`config.mk`:
```
export PLATFORM = sky130hd
export DESIGN_NAME = parity_frame_rx
export DESIGN_NICKNAME = d
export VERILOG_FILES = /design/src/rtl/definitions_pkg.sv /design/src/rtl/parity_frame_rx.sv
export SDC_FILE = /design/constraint.sdc
export NUM_CORES = 1
export LEC_CHECK = 0
export CAP_MARGIN = 20
export CORE_UTILIZATION = 25
export DETAILED_ROUTE_END_ITERATION = 8
export SLEW_MARGIN = 5
export SYNTH_ARGS = -nofsm -noshare
export SYNTH_HDL_FRONTEND = slang
export SYNTH_SLANG_ARGS = --single-unit
export TNS_END_PERCENT = 100
```
`constraint.sdc`:
```
create_clock -name clk -period 1.83 [get_ports clk]
set_clock_uncertainty 0.2 [all_clocks]
set_input_delay 0.549 -clock clk [delete_from_list [all_inputs] [get_ports clk]]
set_output_delay 0.549 -clock clk [all_outputs]
set_load 0.01 [all_outputs]
```
`src/rtl/definitions_pkg.sv`:
```
// Shared types for the serial receive path: the frame record handed to the
// downstream parity checker and the receiver FSM state encoding.
package definitions_pkg;

  // Received frame: four data bits plus the transported (unchecked) parity bit.
  typedef struct packed {
    logic [3:0] data;
    logic       parity_bit;
  } data_t;

  // Receiver FSM states, exported so observers can decode the debug port.
  typedef enum logic [2:0] {
    ST_IDLE      = 3'd0,
    ST_START     = 3'd1,
    ST_DATA      = 3'd2,
    ST_PARITY    = 3'd3,
    ST_STOP      = 3'd4,
    ST_WAIT_HIGH = 3'd5
  } rx_state_t;

endpackage

```
`src/rtl/parity_frame_rx.sv`:
```
// parity_frame_rx: recovers start/4-data/parity/stop frames from an
// asynchronous idle-high serial line. Each bit is sampled at its midpoint.
// Good frames are delivered with a one-cycle valid strobe; a low stop bit
// gives a one-cycle error strobe and the receiver then waits for the line
// to return high before hunting for the next start bit.
//
// Output strobe semantics: frame_valid is high for exactly one cycle and
// frame_out carries the new frame in that same cycle; frame_out holds its
// value otherwise. frame_error is a one-cycle strobe that never coincides
// with frame_valid and leaves frame_out untouched. There is no back-pressure.
module parity_frame_rx #(
  parameter int CLKS_PER_BIT = 16
) (
  input  logic                        clk,
  input  logic                        rstN,
  input  logic                        serial_in,
  output definitions_pkg::data_t      frame_out,
  output logic                        frame_valid,
  output logic                        frame_error,
  output definitions_pkg::rx_state_t  state_dbg
);

  localparam int CNT_W = (CLKS_PER_BIT > 2) ? $clog2(CLKS_PER_BIT) : 1;
  // Last count of a full bit period, and of the half period to the start-bit middle.
  localparam logic [CNT_W-1:0] BIT_LAST  = CNT_W'(CLKS_PER_BIT - 1);
  localparam logic [CNT_W-1:0] HALF_LAST = CNT_W'(CLKS_PER_BIT / 2 - 1);

  logic                        sync1_q;
  logic                        rx_s;
  definitions_pkg::rx_state_t  state_q;
  logic [CNT_W-1:0]            cnt_q;
  logic [1:0]                  bit_cnt_q;
  logic [4:0]                  shift_q;
  definitions_pkg::data_t      frame_q;
  logic                        valid_q;
  logic                        error_q;

  // Two-flop synchronizer; resets to the idle-high line level.
  always_ff @(posedge clk or negedge rstN) begin
    if (!rstN) begin
      sync1_q <= 1'b1;
      rx_s    <= 1'b1;
    end else begin
      sync1_q <= serial_in;
      rx_s    <= sync1_q;
    end
  end

  // Receiver FSM with bit timing, shift register and registered output strobes.
  always_ff @(posedge clk or negedge rstN) begin
    if (!rstN) begin
      state_q   <= definitions_pkg::ST_IDLE;
      cnt_q     <= '0;
      bit_cnt_q <= '0;
      shift_q   <= '0;
      frame_q   <= '0;
      valid_q   <= 1'b0;
      error_q   <= 1'b0;
    end else begin
      valid_q <= 1'b0;
      error_q <= 1'b0;
      case (state_q)
        definitions_pkg::ST_IDLE: begin
          if (!rx_s) begin
            state_q <= definitions_pkg::ST_START;
            cnt_q   <= '0;
          end
        end

        // Re-check the line at mid start bit; a high level here is a glitch.
        definitions_pkg::ST_START: begin
          if (cnt_q == HALF_LAST) begin
            cnt_q     <= '0;
            bit_cnt_q <= '0;
            if (rx_s) begin
              state_q <= definitions_pkg::ST_IDLE;
            end else begin
              state_q <= definitions_pkg::ST_DATA;
            end
          end else begin
            cnt_q <= cnt_q + CNT_W'(1);
          end
        end

        // Data arrives LSB first: shift in at the top so data[0] ends at bit 0.
        definitions_pkg::ST_DATA: begin
          if (cnt_q == BIT_LAST) begin
            cnt_q     <= '0;
            shift_q   <= {rx_s, shift_q[4:1]};
            bit_cnt_q <= bit_cnt_q + 2'd1;
            if (bit_cnt_q == 2'd3) begin
              state_q <= definitions_pkg::ST_PARITY;
            end
          end else begin
            cnt_q <= cnt_q + CNT_W'(1);
          end
        end

        // The parity bit takes the top slot after the fifth shift.
        definitions_pkg::ST_PARITY: begin
          if (cnt_q == BIT_LAST) begin
            cnt_q   <= '0;
            shift_q <= {rx_s, shift_q[4:1]};
            state_q <= definitions_pkg::ST_STOP;
          end else begin
            cnt_q <= cnt_q + CNT_W'(1);
          end
        end

        definitions_pkg::ST_STOP: begin
          if (cnt_q == BIT_LAST) begin
            cnt_q <= '0;
            if (rx_s) begin
              frame_q.data       <= shift_q[3:0];
              frame_q.parity_bit <= shift_q[4];
              valid_q            <= 1'b1;
              state_q            <= definitions_pkg::ST_IDLE;
            end else begin
              error_q <= 1'b1;
              state_q <= definitions_pkg::ST_WAIT_HIGH;
            end
          end else begin
            cnt_q <= cnt_q + CNT_W'(1);
          end
        end

        // A held-low (break) line must not be mistaken for new start bits.
        definitions_pkg::ST_WAIT_HIGH: begin
          if (rx_s) begin
            state_q <= definitions_pkg::ST_IDLE;
          end
        end

        default: begin
          state_q <= definitions_pkg::ST_IDLE;
          cnt_q   <= '0;
        end
      endcase
    end
  end

  assign frame_out   = frame_q;
  assign frame_valid = valid_q;
  assign frame_error = error_q;
  assign state_dbg   = state_q;

endmodule

```
Yosys cells after proc, flatten, opt, wreduce, memory -nomap -nowiden
Index checks and enable logic that the tools add are counted.
{ "totals": {"register_bits": 23, "word_cells": 60, "out_inout_bits": 10, "inputBits": 3} }
{ "op_classes": {"reduce_logical": 9, "n_eq_ne": 15, "mux": 23, "addsub": 2, "bitwise_logic": 1} }
{ "ops": {"columns": ["operator", "count"], "rows": [
  ["$mux W3", 8],
  ["$pmux W3 S6", 1],
  ["$pmux W4 S4", 1],
  ["$ne A2 B2 Y1 const B", 7],
  ["$mux W4", 3],
  ["$reduce_and A7 Y1", 1],
  ["$eq A3 B2 Y1 const B", 2],
  ["$eq A3 B3 Y1 const B", 2],
  ["$mux W1", 6],
  ["$mux W2", 3],
  ["$reduce_and A3 Y1", 2],
  ["$add A4 B1 Y4 const B", 1],
  ["$eq A4 B3 Y1 const B", 1],
  ["$eq A4 B4 Y1 const B", 1],
  ["$pmux W2 S2", 1],
  ["$reduce_and A2 Y1", 2],
  ["$eq A3 B1 Y1 const B", 1],
  ["$logic_not A3 Y1", 1],
  ["$reduce_or A3 Y1", 1],
  ["$add A2 B1 Y2 const B", 1],
  ["$eq A2 B2 Y1 const B", 1],
  ["$reduce_bool A2 Y1", 1],
  ["$reduce_or A2 Y1", 1],
  ["$not A1 Y1", 1]
]} }

Logic depth before layout (Yosys ltp)
Gate-level depths: netlist (run 1).
{ "logic_depth": {"depth_word": 4, "mapped_depth": 6, "mapped_depth_nobuf": 5} }

Worst setup path after synthesis (run 1)
Ideal clock, no wire load.
{ "synth_timing": {"kind": "reg-to-reg", "startpoint": "register cnt_q[0]", "endpoint": "register state_q[2] (netlist: state_dbg[2])", "arrival_time_ns": 1.607, "path_slack_ns": -0.098, "setup_ns": 0.122, "required_time_ns": 1.508, "period_less_slack_ns": 1.928, "path_buffers": 1, "path_stages_with_launch": 7, "cell_sequence": "dfrtp_1 ha_1 and2_4 buf_6 a211o_1 and2_4 a32o_1"} }
{ "synth_between": {"elab_chain_len": 3, "word_cells_on_any_way": 7, "classes_between": "eq/ne: 6; reduce/logical: 1"} }
{ "synth_lines": {"columns": ["item", "line", "source"], "rows": [
  ["start: declaration", "parity_frame_rx.sv:31", "logic [CNT_W-1:0] cnt_q;"],
  ["start signal: assignment", "parity_frame_rx.sv:81", "cnt_q <= cnt_q + CNT_W'(1);"],
  ["start signal: assignment", "parity_frame_rx.sv:95", "cnt_q <= cnt_q + CNT_W'(1);"],
  ["start signal: assignment", "parity_frame_rx.sv:106", "cnt_q <= cnt_q + CNT_W'(1);"],
  ["$eq A4 B4 Y1 or $eq A4 B3 Y1 (tied branches)", null, null],
  ["$ne A2 B2 Y1 (no source line)", null, null],
  ["$reduce_and A7 Y1 (no source line) *", null, null],
  ["end signal: assignment", "parity_frame_rx.sv:92", "state_q <= definitions_pkg::ST_PARITY;"],
  ["end signal: assignment", "parity_frame_rx.sv:104", "state_q <= definitions_pkg::ST_STOP;"],
  ["end signal: assignment", "parity_frame_rx.sv:117", "state_q <= definitions_pkg::ST_IDLE;"],
  ["end: declaration", "parity_frame_rx.sv:30", "definitions_pkg::rx_state_t state_q;"]
]} }
Every way passes the cells marked *; elsewhere a longest branch is shown, timed or not.
A chain may end at the register's enable or synchronous reset.

Worst setup path after layout (run 1)
{ "layout_timing": {"startpoint": "register cnt_q[1]", "endpoint": "register state_q[2] (netlist: state_dbg[2])"} }
Same word-level chain as after synthesis.

==> results.py, run 1 <==
metrics = {
    "run_status": {
        "outcome": "completed",
    },
    "synthesis": {
        "synth_top_cell_area_share": 0.475,
        "synth_nets": 104,
        "yosysTopAreaCell": "dfrtp_1",
        "synth_area_sq_um": 1110,
        "ys_seq_elements": 23,
        "postSynth.asyncResetShare": 1.00,
        "synth_seq_area_share": 0.523,
        "synthFlopType": "dfrtp_1",
        "synth_cell_type_count": 38,
        "netlist_instances": 99,
        "avgSynthCellArea_sq_um": 11.2,
        "synth_edf_count": 0,
        "yosysWarningCount": 0,
        "synth_area_leaders": "dfrtp_1, mux2_2, dfstp_2",
    },
    "min_path": {
        "hold_class": "flip-flop to flip-flop",
        "hp-start": "sync1_q$_DFF_PN1_",
    },
    "clock_tree": {
        "htree_levels": 1,
        "clockBufferDepth": 2,
        "clkSinkCount": 23,
        "root_buffer": "clkbuf_8",
        "clock_latency_ns": 0.26,
        "clkTransAtPathRegs_ns": 0.08,
        "cts_hold_buf": 0,
        "cts_tree": "yes",
        "numCtsBuffers": 3,
    },
    "timing": {
        "fin_ws_ns": 0.0657,
        "rsz0062_at_grt": "true",
        "period_share": 0.964,
        "finalMaxSlewViolations": 0,
        "worst_pin_slew_ns": 0.231,
        "period_needed_ns": 1.76,
        "setup_viol": 0,
        "hold_viol_final": 0,
        "slew_headroom": 0.846,
        "fmax_mhz": 567,
    },
    "placed_design": {
        "place.port_buffers": 12,
        "placed_cell_area_sq_um": 1360,
        "dp_hpwl_um": 1590,
        "placedCellCount": 165,
        "finalWeightedCongestion": 0.830,
        "post-place-ws_ns": 0.0753,
    },
    "setup_path": {
        "r2r_start": "cnt_q[1]$_DFFE_PN0P_",
        "critPathKind": "flip-flop to flip-flop",
        "arrival_ns": 1.72,
        "start_kind": "flip-flop",
        "cp.required_ns": 1.79,
        "crit_start": "cnt_q[1]$_DFFE_PN0P_",
        "critical_path.max_fanout": 4,
        "endpoint_kind": "flip-flop",
    },
    "route": {
        "drc": 0,
        "vias_per_cell": 4.83,
        "dr.pass1.iters": 4,
        "avgRoutedWirePerCell_um": 12.7,
        "vias": 830,
        "drtIter0Drc": 53,
        "postRouteAntennaNets": 0,
        "routed_wl_um": 2180,
    },
    "global_route": {
        "grt_start_max_net_pins": 24,
        "grt_pass1_wl_um": 3670,
        "grt_pass1_vias": 823,
        "grt_use_total": 0.112,
        "grt_overflow_total": 0,
        "antenna_found_initial": 0,
    },
    "finish": {
        "final_cell_mix": "dfrtp_1, buf_4, dlygate4sd2_1",
        "drive_gt1_frac": 0.287,
        "nNetsFinal": 128,
        "area_growth_pct": 28.8,
        "final_util": 0.346,
        "layout_commonest_cell": "dfrtp_1",
        "final_area_sq_um": 1430,
        "layoutNonFillerInstCount": 172,
        "n_antenna_cell": 0,
        "fillCellCount": 419,
    },
    "die": {
        "dieHeight_um": 68.5,
        "num_io_pins": 13,
        "coreArea_sq_um": 4120,
        "die_width_um": 68.5,
        "initial_core_util": 0.269,
        "num_rows": 23,
        "die_area_sq_um": 4690,
    },
    "power": {
        "p_leak_nw": 0.717,
        "power_w": 0.00171,
        "power_density_nw_per_um2": 1200,
        "peakVddDrop_uv": 395,
    },
    "flow_run": {
        "maxCapViolations": 0,
    },
}
-- worst max-delay path, cell delays in order (launching register included) --
cell and delay [ns]:
dfrtp_1 0.38, ha_2 0.20, and2_4 0.16, a211o_1 0.29, and2_4 0.19, a32o_1 0.24
-- worst paths after layout --
kind	endpoint	slack (ns)	depth (start not counted)
max	state_dbg[2]$_DFFE_PN0P_	0.07	5
min	rx_s$_DFF_PN1_	0.16	0
max reg2reg	state_dbg[2]$_DFFE_PN0P_	0.07	5
min reg2reg	rx_s$_DFF_PN1_	0.16	0
max in group asynchronous	rx_s$_DFF_PN1_	0.78	2
min in group asynchronous	frame_error$_DFF_PN0_	0.43	2
-- state kept, by name, summed over array words and instances, names as in the netlist --
signal	flops
state_dbg	3
bit_cnt_q	2
sync1_q	1
frame_out	5
cnt_q	4
shift_q	5
frame_valid	1
frame_error	1
rx_s	1
-- power breakdown --
part | internal, W | leakage [nW] | switching, W
clock network | 0.000152 | 0.0255 | 0.000159
registers | 0.000581 | 0.308 | 0.0000587
logic | 0.000373 | 0.384 | 0.000384
-- repair_timing --
action | CTS | global route
resized for setup | 10 | 2
pin swaps | 0 | 0
setup buffers | 3 | 0
gates cloned | 0 | 0
setup endpoints to repair | 10 | 2
-- cell type report --
type / count / area, sq um / share of cell area
sequential: 23 / 578 / 0.406
multi-input combinational: 64 / 485 / 0.341
timing repair buffer: 25 / 230 / 0.162
tap: 50 / 62.6 / 0.0439
clock buffer: 3 / 41.3 / 0.0290
inverter: 6 / 22.5 / 0.0158
clock inverter: 1 / 5.00 / 0.00351
-- per-stage QoR --
| step | setup TNS (ns) | hold slack, ns |
|---|---|---|
| 2_1_floorplan | -0.0156 | 0.0534 |
| 3_3_place_gp | 0 | 0.148 |
| 3_5_place_dp | 0 | 0.148 |
| 4_1_cts | 0 | 0.160 |
| 5_1_grt | -0.000400 | 0.164 |
| 6_report | 0 | 0.159 |
-- synthesized netlist by cell type, types with 2 or more instances --
master,count
a21oi_1,3
a22oi_1,2
and2_4,2
and3_1,2
buf_2,2
clkbuf_1,2
dfrtp_1,21
dfstp_2,2
ha_1,2
inv_1,6
mux2_1,2
mux2_2,9
nand2_1,8
nand2b_1,3
nand3_1,4
nor2_1,5
o21ai_0,2
o21ai_1,2
-- cell families (layout without fill, tap and decap cells) --
kind of cell,after synthesis,count (layout),synth area share
and+or+nand+nor,31,31,0.158
DFF,23,23,0.523
AOI/OAI and AO/OA,19,19,0.126
muxes,12,12,0.121
buffers and inverters,12,35,0.0498
adders and majority gates,2,2,0.0226
-- per-layer routing --
layer,part of all wire,GRT usage,vias to the layer above
li1,-,-,396
met1,0.42,0.123,411
met2,0.50,0.190,17
met3,0.040,0.0263,6
met4,0.033,0.0781,0
met5,0,0,-
(Power assumes the default switching activity.)
==> inputs of run 2 (changes only) <==
==> constraint.sdc (replaced) <==
create_clock -name clk -period 1.83 [get_ports clk]
set_clock_uncertainty 0.2 [all_clocks]
set_input_delay 0.183 -clock clk [delete_from_list [all_inputs] [get_ports clk]]
set_output_delay 0.183 -clock clk [all_outputs]
set_load 0.01 [all_outputs]
==> results.py, run 2 (synthesis gave the netlist of run 1 again) <==
metrics = {
    "run_status": {
        "outcome": "completed",
    },
    "global_route": {
        "grt_pass1_wl_um": 3440,
        "grt_pass1_vias": 756,
        "grt_overflow_total": 0,
        "grt_start_max_net_pins": 24,
        "antenna_found_initial": 0,
        "grt_use_total": 0.106,
    },
    "clock_tree": {
        "cts_resized": 0,
        "root_buffer": "clkbuf_8",
        "cts_hold_buf": 0,
        "clkSinkCount": 23,
        "cts_tree": "yes",
        "clock_latency_ns": 0.26,
        "htree_levels": 1,
        "numCtsBuffers": 3,
        "clockBufferDepth": 2,
        "clkTransAtPathRegs_ns": 0.08,
        "cts_setup_buffers": 0,
    },
    "setup_path": {
        "crit_family": "compound AO/OA/AOI/OAI gates",
        "critPathKind": "flip-flop to flip-flop",
        "worstPathBufferInverterCount": 1,
        "arrival_ns": 1.78,
        "endpoint_kind": "flip-flop",
        "cpMaxStageDelayCell": "dfrtp_1",
        "cp.required_ns": 1.82,
        "start_kind": "flip-flop",
        "worst_path_most_repeated_cell": "and2_4",
        "critical_path.max_fanout": 4,
        "cp_cell_sequence": "ha_2 > and2_4 > a211o_1 > and2_4 > buf_4 > o21ai_1",
        "cpPeakStageDelay_ns": 0.38,
    },
    "finish": {
        "nNetsFinal": 128,
        "layout_commonest_cell": "dfrtp_1",
        "layoutNonFillerInstCount": 172,
        "drive_gt1_frac": 0.270,
        "n_antenna_cell": 0,
        "final_cell_mix": "dfrtp_1, buf_4, clkdlybuf4s50_1",
        "area_growth_pct": 26.7,
    },
    "timing": {
        "setup_viol": 0,
        "finalMaxSlewViolations": 0,
        "fmax_mhz": 557,
        "hold_viol_final": 0,
        "period_needed_ns": 1.80,
        "period_share": 0.981,
        "slew_headroom": 0.788,
        "worst_pin_slew_ns": 0.315,
        "fin_ws_ns": 0.0344,
    },
    "route": {
        "route.met3.wl_um": 133,
        "postRouteAntennaNets": 0,
        "topRoutingLayerUsed": "met4",
        "vias_per_cell": 4.74,
        "avgRoutedWirePerCell_um": 12.6,
        "drc": 0,
        "vias": 816,
        "wl_met1_um": 939,
        "routed_wl_um": 2160,
        "drtIter0Drc": 46,
        "routed-wl-met2_um": 1030,
        "dr.pass1.iters": 4,
    },
    "flow_run": {
        "maxCapViolations": 0,
    },
    "die": {
        "num_io_pins": 13,
        "die_width_um": 68.5,
        "num_rows": 23,
        "die_area_sq_um": 4690,
        "initial_core_util": 0.269,
        "coreArea_sq_um": 4120,
        "dieHeight_um": 68.5,
    },
    "power": {
        "p_comb_frac": 0.437,
        "swShare": 0.342,
        "peakVddDrop_uv": 321,
        "clkPwrFrac": 0.181,
        "pwr-share-seq": 0.382,
        "internal_power_w": 0.00113,
        "p_leak_nw": 0.661,
        "power_density_nw_per_um2": 1230,
        "power_switching_w": 0.000589,
    },
    "placed_design": {
        "finalWeightedCongestion": 0.759,
        "post-place-ws_ns": 0.0674,
        "dp_hpwl_um": 1560,
        "place.port_buffers": 12,
        "placedCellCount": 165,
    },
    "min_path": {
        "hold_class": "primary input to asynchronous set/reset pin",
    },
}
run 2: area by class of cell:
type	count	area, sq um
multi-input combinational	64	475
fill	424	2710
sequential	23	578
tap	50	62.6
clock buffer	4	45.0
timing repair buffer	25	218
inverter	6	22.5
run 2: worst register-to-register path: cells and delay by family (launching register included):
| kind | cells | cell delay [ns] |
|---|---|---|
| AO/OA/AOI/OAI | 2 | 0.46 |
| AND/OR/NAND/NOR | 2 | 0.34 |
| buffers and inverters | 1 | 0.13 |
| adder cells (fa/ha/maj) | 1 | 0.20 |
| flip-flops | 1 | 0.38 |
run 2: metal layers:
layer / track usage / vias to the layer above
met3: 0.0329 / 4
li1: - / 394
met2: 0.161 / 28
met5: 0 / -
met4: 0.0781 / 0
met1: 0.126 / 390
run 2: worst paths after layout:
check / cells after the start / slack, ns / from / to
max in group asynchronous: 2 / 1.08 / rstN / rx_s$_DFF_PN1_
min in group clk: 1 / 0.12 / serial_in / sync1_q$_DFF_PN1_
worst min-delay path: 2 / 0.07 / rstN / bit_cnt_q[1]$_DFFE_PN0P_
worst min register to register: 0 / 0.16 / sync1_q$_DFF_PN1_ / rx_s$_DFF_PN1_
worst max-delay path: 6 / 0.03 / cnt_q[1]$_DFFE_PN0P_ / cnt_q[0]$_DFFE_PN0P_
worst max register to register: 6 / 0.03 / cnt_q[1]$_DFFE_PN0P_ / cnt_q[0]$_DFFE_PN0P_
run 2: per-stage QoR:
step	total power [W]	utilization	setup TNS (ns)	cell area, sq um	hold WS [ns]
after global placement	0.00134	0.324	0	1330	0.148
final	0.00172	0.341	0	1400	0.0725
after CTS	0.00168	0.335	0	1380	0.0760
after global routing	0.00184	0.341	-0.00164	1400	0.0824
after detailed placement	0.00135	0.324	0	1330	0.149
after floorplan	0.00114	-	-0.0156	1110	-0.313
run 2: power groups by stage:
stage / clock, W / combinational (W) / sequential, W
floorplan: 0 / 0.000485 / 0.000652
global placement: 0 / 0.000668 / 0.000675
detailed placement: 0 / 0.000676 / 0.000677
CTS: 0.000332 / 0.000678 / 0.000667
global route: 0.000344 / 0.000824 / 0.000669
finish: 0.000312 / 0.000752 / 0.000658
==> inputs of run 3 (changes only) <==
Settings changed: PLACE_DENSITY set to 0.42, SLEW_MARGIN 5 to 10.
==> results.py, run 3 (synthesis gave the netlist of run 1 again) <==
metrics = {
    "finish": {
        "final_cell_mix": "dfrtp_1, clkdlybuf4s50_1, buf_4",
        "fillCellCount": 429,
        "final_util": 0.344,
        "n_antenna_cell": 0,
        "ff_latch_area_sq_um": 579,
        "area_growth_pct": 27.9,
        "layout_commonest_cell": "dfrtp_1",
        "drive_gt1_frac": 0.281,
        "multi_input_area_sq_um": 475,
        "nNetsFinal": 127,
    },
    "global_route": {
        "grt_overflow_total": 0,
        "grt_start_max_net_pins": 24,
        "grtUsageMet1": 0.146,
        "met3_usage": 0.0362,
        "top_usage_layer": "met2",
        "grt_use_total": 0.113,
        "grt_pass1_vias": 806,
        "antenna_found_initial": 0,
        "grt_pass1_wl_um": 3770,
        "grtUsageMet2": 0.173,
    },
    "power": {
        "peakVddDrop_uv": 372,
        "swShare": 0.355,
        "clkPwrFrac": 0.185,
        "internal_power_w": 0.00111,
        "power_density_nw_per_um2": 1220,
        "p_comb_frac": 0.434,
        "pwr-share-seq": 0.381,
        "power_switching_w": 0.000614,
        "p_leak_nw": 0.659,
    },
    "clock_tree": {
        "clock_latency_ns": 0.26,
        "htree_levels": 1,
        "clkSinkCount": 23,
        "clkTransAtPathRegs_ns": 0.08,
        "numCtsBuffers": 3,
        "root_buffer": "clkbuf_8",
        "cts_hold_buf": 0,
        "cts_tree": "yes",
        "clockBufferDepth": 2,
    },
    "setup_path": {
        "cpMaxStageDelayCell": "dfrtp_1",
        "arrival_ns": 1.75,
        "cp_cell_sequence": "ha_2 > and2_4 > a211o_1 > and2_4 > a32o_1",
        "start_kind": "flip-flop",
        "cp.required_ns": 1.79,
        "endpoint_kind": "flip-flop",
        "critical_path.max_fanout": 4,
        "critPathKind": "flip-flop to flip-flop",
        "worst_path_most_repeated_cell": "and2_4",
        "cpPeakStageDelay_ns": 0.39,
    },
    "die": {
        "die_width_um": 68.5,
        "initial_core_util": 0.269,
        "num_io_pins": 13,
        "dieHeight_um": 68.5,
        "coreArea_sq_um": 4120,
        "die_area_sq_um": 4690,
        "num_rows": 23,
    },
    "timing": {
        "setup-tns-final_ns": 0,
        "period_needed_ns": 1.79,
        "slew_headroom": 0.776,
        "fin_ws_ns": 0.0418,
        "fmax_mhz": 559,
        "finalMaxSlewViolations": 0,
        "period_share": 0.977,
        "setup_viol": 0,
        "rsz0062_at_grt": "true",
        "worst_pin_slew_ns": 0.334,
        "hold_viol_final": 0,
    },
    "flow_run": {
        "maxCapViolations": 0,
    },
    "route": {
        "drtIter0Drc": 30,
        "vias": 818,
        "vias_per_cell": 4.78,
        "drc": 0,
        "postRouteAntennaNets": 0,
        "dr.pass1.iters": 4,
        "routed_wl_um": 2280,
        "avgRoutedWirePerCell_um": 13.3,
    },
    "placed_design": {
        "finalWeightedCongestion": 0.887,
        "place.port_buffers": 12,
        "post-place-ws_ns": 0.0643,
        "dp_hpwl_um": 1650,
    },
    "min_path": {
        "hold_class": "primary input to asynchronous set/reset pin",
    },
    "run_status": {
        "outcome": "completed",
    },
}
run 3: repair_timing:
item,4_1_cts,5_1_grt
setup buffers,0,2
resized for setup,2,0
endpoints found under the setup margin,2,3
run 3: final timing paths:
path                                 startpoint                  endpoint  slack, ns  depth (start not counted)
min in group clk                      serial_in         sync1_q$_DFF_PN1_       0.11                          1
max                        cnt_q[1]$_DFFE_PN0P_  state_dbg[2]$_DFFE_PN0P_       0.04                          5
min reg2reg                   sync1_q$_DFF_PN1_            rx_s$_DFF_PN1_       0.16                          0
max in group asynchronous                  rstN         sync1_q$_DFF_PN1_       1.09                          2
max reg2reg                cnt_q[1]$_DFFE_PN0P_  state_dbg[2]$_DFFE_PN0P_       0.04                          5
min                                        rstN  state_dbg[2]$_DFFE_PN0P_       0.06                          2
run 3: critical path, delay by kind of cell, from the launching register on:
family / cells / cell delay, ns
compound gates: 2 / 0.54
flops: 1 / 0.39
simple gates: 2 / 0.35
fa+ha+maj: 1 / 0.21
run 3: cell type report:
cell class | count | share of cell area
clock buffers | 3 | 0.0292
clock inverters | 1 | 0.00531
inverters | 6 | 0.0159
multi-input cells | 64 | 0.336
flip-flops and latches | 23 | 0.409
well taps | 50 | 0.0442
repair buffers | 24 | 0.160
run 3: metrics by stage:
step / instances / hold slack, ns / instance area (sq um) / total power (W)
floorplan: 99 / -0.313 / 1110 / 0.00114
global placement: 165 / 0.148 / 1350 / 0.00137
detailed placement: 165 / 0.148 / 1350 / 0.00137
CTS: 169 / 0.0694 / 1400 / 0.00172
global route: 171 / 0.0816 / 1420 / 0.00186
finish: 171 / 0.0616 / 1420 / 0.00173
run 3: power groups by stage:
stage	Sequential (W)	Clock (W)	Combinational, W
6_report	0.000658	0.000320	0.000750
5_1_grt	0.000668	0.000360	0.000830
4_1_cts	0.000671	0.000344	0.000708
3_5_place_dp	0.000677	0	0.000695
3_3_place_gp	0.000676	0	0.000693
2_1_floorplan	0.000652	0	0.000485
run 3: layer usage:
layer  part of all wire  wire (um)
met1               0.49       1130
met2               0.45       1030
met3              0.043         98
met4              0.010         23
met5                  0          0
